## src/rtl/port_input_conditioner.sv

```systemverilog
// Board input conditioning: two-flop synchronizer, per-bit debounce counter,
// and sticky rise/fall event flags that software polls and clears.
module port_input_conditioner #(
  parameter int WIDTH           = 4,
  parameter int DEBOUNCE_CYCLES = 16
) (
  input  logic             clk,
  input  logic             rst_n,
  input  logic [WIDTH-1:0] raw_in,
  input  logic             clear_en,
  input  logic [WIDTH-1:0] clear_mask,
  output logic [WIDTH-1:0] stable_out,
  output logic [WIDTH-1:0] rise_flag,
  output logic [WIDTH-1:0] fall_flag,
  output logic             change_pulse
);

  localparam int               CNT_W    = $clog2(DEBOUNCE_CYCLES + 1);
  localparam logic [CNT_W-1:0] CNT_LAST = CNT_W'(DEBOUNCE_CYCLES - 1);

  logic [WIDTH-1:0] sync_p0_q, sync_p0_d;
  logic [WIDTH-1:0] sync_p1_q, sync_p1_d;
  logic [CNT_W-1:0] cnt_q [WIDTH];
  logic [CNT_W-1:0] cnt_d [WIDTH];
  logic [WIDTH-1:0] stable_q, stable_d;
  logic [WIDTH-1:0] rise_q, rise_d;
  logic [WIDTH-1:0] fall_q, fall_d;
  logic             change_q, change_d;

  logic [WIDTH-1:0] differ;
  logic [WIDTH-1:0] accept;
  logic [WIDTH-1:0] clr;

  // Count resets whenever the synced value agrees with the accepted one, and
  // also on acceptance, so it saturates at CNT_LAST instead of wrapping.
  function automatic logic [CNT_W-1:0] cnt_sat_inc(input logic [CNT_W-1:0] cnt,
                                                   input logic             diff);
    if (!diff || (cnt >= CNT_LAST)) return '0;
    return cnt + CNT_W'(1);
  endfunction

  assign differ = sync_p1_q ^ stable_q;
  assign clr    = clear_en ? clear_mask : '0;

  // Stage p0/p1: synchronizer chain
  always_comb begin
    sync_p0_d = raw_in;
    sync_p1_d = sync_p0_q;
  end

  // Debounce: accept the synced value after DEBOUNCE_CYCLES consecutive disagreements
  always_comb begin
    stable_d = stable_q;
    accept   = '0;
    for (int i = 0; i < WIDTH; i++) begin
      cnt_d[i]  = cnt_sat_inc(cnt_q[i], differ[i]);
      accept[i] = differ[i] && (cnt_q[i] == CNT_LAST);
      if (accept[i]) stable_d[i] = sync_p1_q[i];
    end
  end

  // Events: a set on the same edge as a clear takes priority
  always_comb begin
    rise_d   = (rise_q & ~clr) | (stable_d & ~stable_q);
    fall_d   = (fall_q & ~clr) | (~stable_d & stable_q);
    change_d = |(stable_d ^ stable_q);
  end

  always_ff @(posedge clk or negedge rst_n) begin
    if (!rst_n) begin
      sync_p0_q <= '0;
      sync_p1_q <= '0;
      stable_q  <= '0;
      rise_q    <= '0;
      fall_q    <= '0;
      change_q  <= 1'b0;
      for (int i = 0; i < WIDTH; i++) cnt_q[i] <= '0;
    end else begin
      sync_p0_q <= sync_p0_d;
      sync_p1_q <= sync_p1_d;
      stable_q  <= stable_d;
      rise_q    <= rise_d;
      fall_q    <= fall_d;
      change_q  <= change_d;
      for (int i = 0; i < WIDTH; i++) cnt_q[i] <= cnt_d[i];
    end
  end

  assign stable_out   = stable_q;
  assign rise_flag    = rise_q;
  assign fall_flag    = fall_q;
  assign change_pulse = change_q;

endmodule

```

## config.mk

```make
export PLATFORM = sky130hd
export DESIGN_NAME = port_input_conditioner
export DESIGN_NICKNAME = d
export VERILOG_FILES = /design/src/rtl/port_input_conditioner.sv
export SDC_FILE = /design/constraint.sdc
export NUM_CORES = 1
export LEC_CHECK = 0
export ABC_AREA = 1
export CELL_PAD_IN_SITES_DETAIL_PLACEMENT = 0
export CELL_PAD_IN_SITES_GLOBAL_PLACEMENT = 1
export CORE_AREA = 2 2 70 72
export DETAILED_ROUTE_END_ITERATION = 7
export DIE_AREA = 0 0 72 74
export GPL_TIMING_DRIVEN = 1
export PLACE_DENSITY = 0.77
export RECOVER_POWER = 50
export SKIP_CTS_REPAIR_TIMING = 1
export SLEW_MARGIN = 20
export SYNTH_ARGS = -nofsm -noshare
export SYNTH_HDL_FRONTEND = slang
export SYNTH_SLANG_ARGS = --single-unit
```

## constraint.sdc

```tcl
create_clock -name clk -period 1.6 [get_ports clk]
set_input_delay 0.32 -clock clk [delete_from_list [all_inputs] [get_ports clk]]
set_output_delay 0.32 -clock clk [all_outputs]
set_load 0.01 [all_outputs]
```

# After elaboration in Yosys (flattened, before gate mapping)
# Cells that the tools add are included.
[classes] n_addsub=4 magnitude_cmp=4 n_eq_ne=4 mux=17 bitwise=11 reduce_logical=13
[op_table] operator="$mux 5" count=8
[op_table] operator="$add 5x1->5 const B" count=4
[op_table] operator="$eq 5x4->1 const B" count=4
[op_table] operator="$ge 5x4->1 const B" count=4
[op_table] operator="$and 4x4->4" count=4
[op_table] operator="$not 4->4" count=3
[op_table] operator="$mux 1" count=8
[op_table] operator="$or 4x4->4" count=2
[op_table] operator="$xor 4x4->4" count=2
[op_table] operator="$logic_and 1x1->1" count=4
[op_table] operator="$logic_not 1->1" count=4
[op_table] operator="$logic_or 1x1->1" count=4
[op_table] operator="$mux 4" count=1
[op_table] operator="$reduce_or 4->1" count=1
[totals] reg_bits=41 in_bits=11 out_inout_bits=13 wordCells=63

# Depth between registers and ports, before layout
# Gate-level depths: netlist of the first run.
[depth] depth_word=6 ltp_mapped=9 mapped_depth_nobuf=9

# Worst setup path after synthesis of the first run
# OpenSTA, ideal clock, no wires.
[synth_path] kind="register -> register" startpoint="reg cnt_q[15] (netlist bit)" endpoint="reg change_q (netlist: change_pulse)" setup_time_ns=0.130 t_arrival_ns=1.392 t_required_ns=1.470 setup_slack_ns=0.079 path_stages_with_launch=8 n_path_buf=0 period_less_slack_ns=1.521 cell_sequence="dfrtp_1 ha_1 nand2_1 nor2_1 ha_1 o21a_1 ha_1 nand4_1"
[synth_between] elab_chain_cells=5
[synth_lines] element="from (decl)" line="23" rtl="logic [CNT_W-1:0] cnt_q [WIDTH];"
[synth_lines] element="$eq 5x4->1" line="57" rtl="accept[i] = differ[i] && (cnt_q[i] == CNT_LAST);"
[synth_lines] element="$logic_and 1x1->1" line="57"
[synth_lines] element="$mux 1" line="58" rtl="if (accept[i]) stable_d[i] = sync_p1_q[i];"
[synth_lines] element="$xor 4x4->4" line="66" rtl="change_d = |(stable_d ^ stable_q);"
[synth_lines] element="$reduce_or 4->1" line="66"
[synth_lines] element="via change_d" line="28" rtl="logic change_q, change_d;"
[synth_lines] element="to (signal assigned)" line="84" rtl="change_q <= change_d;"
[synth_lines] element="to (decl)" line="28"
# The timed path passes the listed nets, and every way through them passes these cells.

# Final worst setup path of the first run
[layout_path] startpoint="reg cnt_q[1] (netlist bit)" endpoint="reg change_q (netlist: change_pulse)"
# The elaborated chain is that of the path after synthesis.

==> results of run 1 <==
==> through the flow <==
step,util,cells
after global routing,0.512,289
after global placement,0.472,278
after detailed placement,0.472,278
final,0.512,289
after floorplan,-,191
after CTS,0.497,286
==> state kept, by name, summed over array words and instances (netlist names) <==
name          flops
sync_p0_q         4
cnt_q            20
change_pulse      1
rise_flag         4
fall_flag         4
stable_out        4
sync_p1_q         4
==> logic make-up after synthesis <==
logic type,count (synthesis),synth area share
buffers and inverters,36,0.0750
DFF,41,0.569
and+or+nand+nor,78,0.183
AOI/OAI and AO/OA,20,0.0694
adders and majority gates,12,0.0833
xor gates and xnor gates,4,0.0194
==> routing by layer <==
layer,vias to the layer above,track usage,wire length (um)
met5,-,0,0
met2,23,0.220,1470
li1,682,-,-
met1,625,0.163,1380
met3,5,0.0393,135
met4,0,0.0587,55
==> cell usage after synthesis, drive strengths merged <==
cell type / count
dfrtp: 41
nand2: 38
nand3: 4
nand4: 9
o21a: 6
inv: 36
o21ai: 10
a21o: 4
xnor2: 4
ha: 12
nor2: 27
==> area by class of cell <==
cell class                 count  share of cell area
timing repair buffer          36               0.136
clock buffer                   7              0.0367
clock inverter                 1              0.0128
inverter                      36              0.0574
sequential                    41               0.436
tap                           54              0.0287
multi-input combinational    114               0.292
==> cell usage in the layout, fill, tap and decap left out, drive strengths merged, types with 8 or more instances in the layout <==
| cell | instances |
|---|---|
| nand2 | 38 |
| o21ai | 10 |
| ha | 12 |
| dfrtp | 41 |
| clkbuf | 8 |
| nor2 | 27 |
| buf | 13 |
| inv | 36 |
| nand4 | 9 |
| clkdlybuf4s50 | 21 |
==> where the power goes <==
group	internal, uW	switching [uW]
registers	1070	29.0
clock network	509	339
logic	65.9	73.0
==> worst max-delay path by stage <==
stage / start / end / cells after the start
2_1_floorplan: cnt_q[15] / change_pulse / 7
3_3_place_gp: cnt_q[1] / change_pulse / 8
3_5_place_dp: cnt_q[1] / change_pulse / 8
4_1_cts: stable_out[0] / stable_out[0] / 1
5_1_grt: cnt_q[15] / change_pulse / 8
6_report: cnt_q[1] / change_pulse / 8
==> reports/qor.csv, run 1 <==
stage,metric,value,unit
synth,top cell type's share of synthesized area,0.569,
detailed_routing,Detailed Route Iter0 Violations,61,
timing,fin crit share,1.00,
status,failing checks,setup timing,
finish,Layout Nets,257,
setup_path,worst reg-to-reg path cell count,8,
floorplan,die area,5330,sq um
finish,multi-input logic area,688,sq um
timing,FMAX,624,MHz
finish,final instance area,2350,sq um
finish,n_diodes,0,
setup_path,critical-path cell with the highest stage delay,dfrtp_1,
synth,post-synth top area cell,dfrtp_1,
synth,Cells after Synth,191,
placement,HPWL after DPL,2.22,mm
setup_path,critical path's top delay family,adder cells,
clock_network,htree depth,2,
finish,Fill cells,438,
setup_path,Worst Path Buf+Inv,0,
pwr,Pleak,0.00115,uW
clock_network,CTS root buf,clkbuf_8,
setup_path,worst path arrival time,1.78,ns
timing,endpoints failing setup,1,
placement,area of placed instances,2170,sq um
finish,Reg area,1030,sq um
timing,Slew HR,0.345,
global_route,first-pass GRT wire length,5.39,mm
detailed_routing,Initial DRT Pass Iterations,4,
placement,GPL Wtd Cong,0.727,
floorplan,Placeable Area,4600,sq um
job,# Max-Cap Violations,0,
setup_path,crit-path cells,ha_2 > nand2_1 > nor2_2 > ha_2 > nand2_2 > o21a_1 > ha_1 > nand4_1,
pwr,total power,2090,uW
finish,synthesis-to-finish area growth,30.7,%
setup_path,Worst R2R Setup Slack,-0.003,ns
synth,synth top area cells,"dfrtp_1, ha_1, nand2_1",
synth,Yosys cell types,12,
min_path,Worst Hold Class,primary input to async pin,
clock_network,Num CTS Buffers,5,
synth,Yosys reg bits,41,
global_route,GRT Residual Overflow,0,
pwr,PD cells,887,nW/um^2
detailed_routing,WL/cell,10.5,um
detailed_routing,# DRC,0,
setup_path,RR Endpoint,change_pulse,
clock_network,CTS tree,yes,
timing,min Tclk post-route,1.60,ns
detailed_routing,DR vias,1335,
setup_path,crit-path max cell delay,0.38,ns
synth,Synth Warn #,0,
timing,Clock Skews,0.00811,ns
floorplan,cell row count,25,
placement,DP Worst Slack,-0.0534,ns
pwr,Peak VDD IR,0.440,mV
timing,count of final hold-check violations,0,
floorplan,Die Span Y,74,um
floorplan,IO Pins,24,
clock_network,Clock Latency Late Sink,0.29,ns
synth,syn_area_per_cell,9.43,sq um
setup_path,crit-path max FO,4,
setup_path,crit path launch type,register,
synth,"Net Count, Synth",214,
synth,Synth Cell Area,1800,sq um
global_route,All-Layer GR Usage,0.133,
detailed_routing,final wirelength,3.04,mm
global_route,largest net degree at the start of global routing,42,
clock_network,Worst-path clk slew,0.08,ns
setup_path,critical path required time,1.78,ns
detailed_routing,post-route ant nets,0,
global_route,vias in the first global route,1280,
setup_path,crit end category,register,
status,status,"finished, violations left",
synth,register area share after synthesis,0.569,
timing,RSZ-0062 raised after global routing,true,
timing,worst slew pin tran,0.982,ns
timing,final slew viol count,0,
global_route,initial antenna violation count,0,
finish,share of post-route cells with drive strength above 1,0.183,
floorplan,die width,72,um
timing,final hold slack,0.266,ns
clock_network,CTS Sinks,41,
timing,setup ws final,-0.00296,ns
setup_path,CP dominant cell by count,ha_2,
timing,setup tns final,-0.00296,ns
setup_path,critical path class,register to register,
placement,IO Port Bufs,23,
clock_network,clk buf depth,2,
setup_path,worst reg2reg path startpoint,cnt_q[1],
floorplan,initial core utilization,0.392,
detailed_routing,via density per instance,4.62,
(Power assumes the default switching activity.)
==> run 2, diff against run 1 <==
--- a/config.mk
+++ b/config.mk
@@ -9,6 +9,7 @@
 export CELL_PAD_IN_SITES_DETAIL_PLACEMENT = 0
 export CELL_PAD_IN_SITES_GLOBAL_PLACEMENT = 1
 export CORE_AREA = 2 2 70 72
+export CTS_CLUSTER_DIAMETER = 40
 export DETAILED_ROUTE_END_ITERATION = 7
 export DIE_AREA = 0 0 72 74
 export GPL_TIMING_DRIVEN = 1
==> results of run 2 <==
Final layout, timing and power as in run 1 (identical DEF).
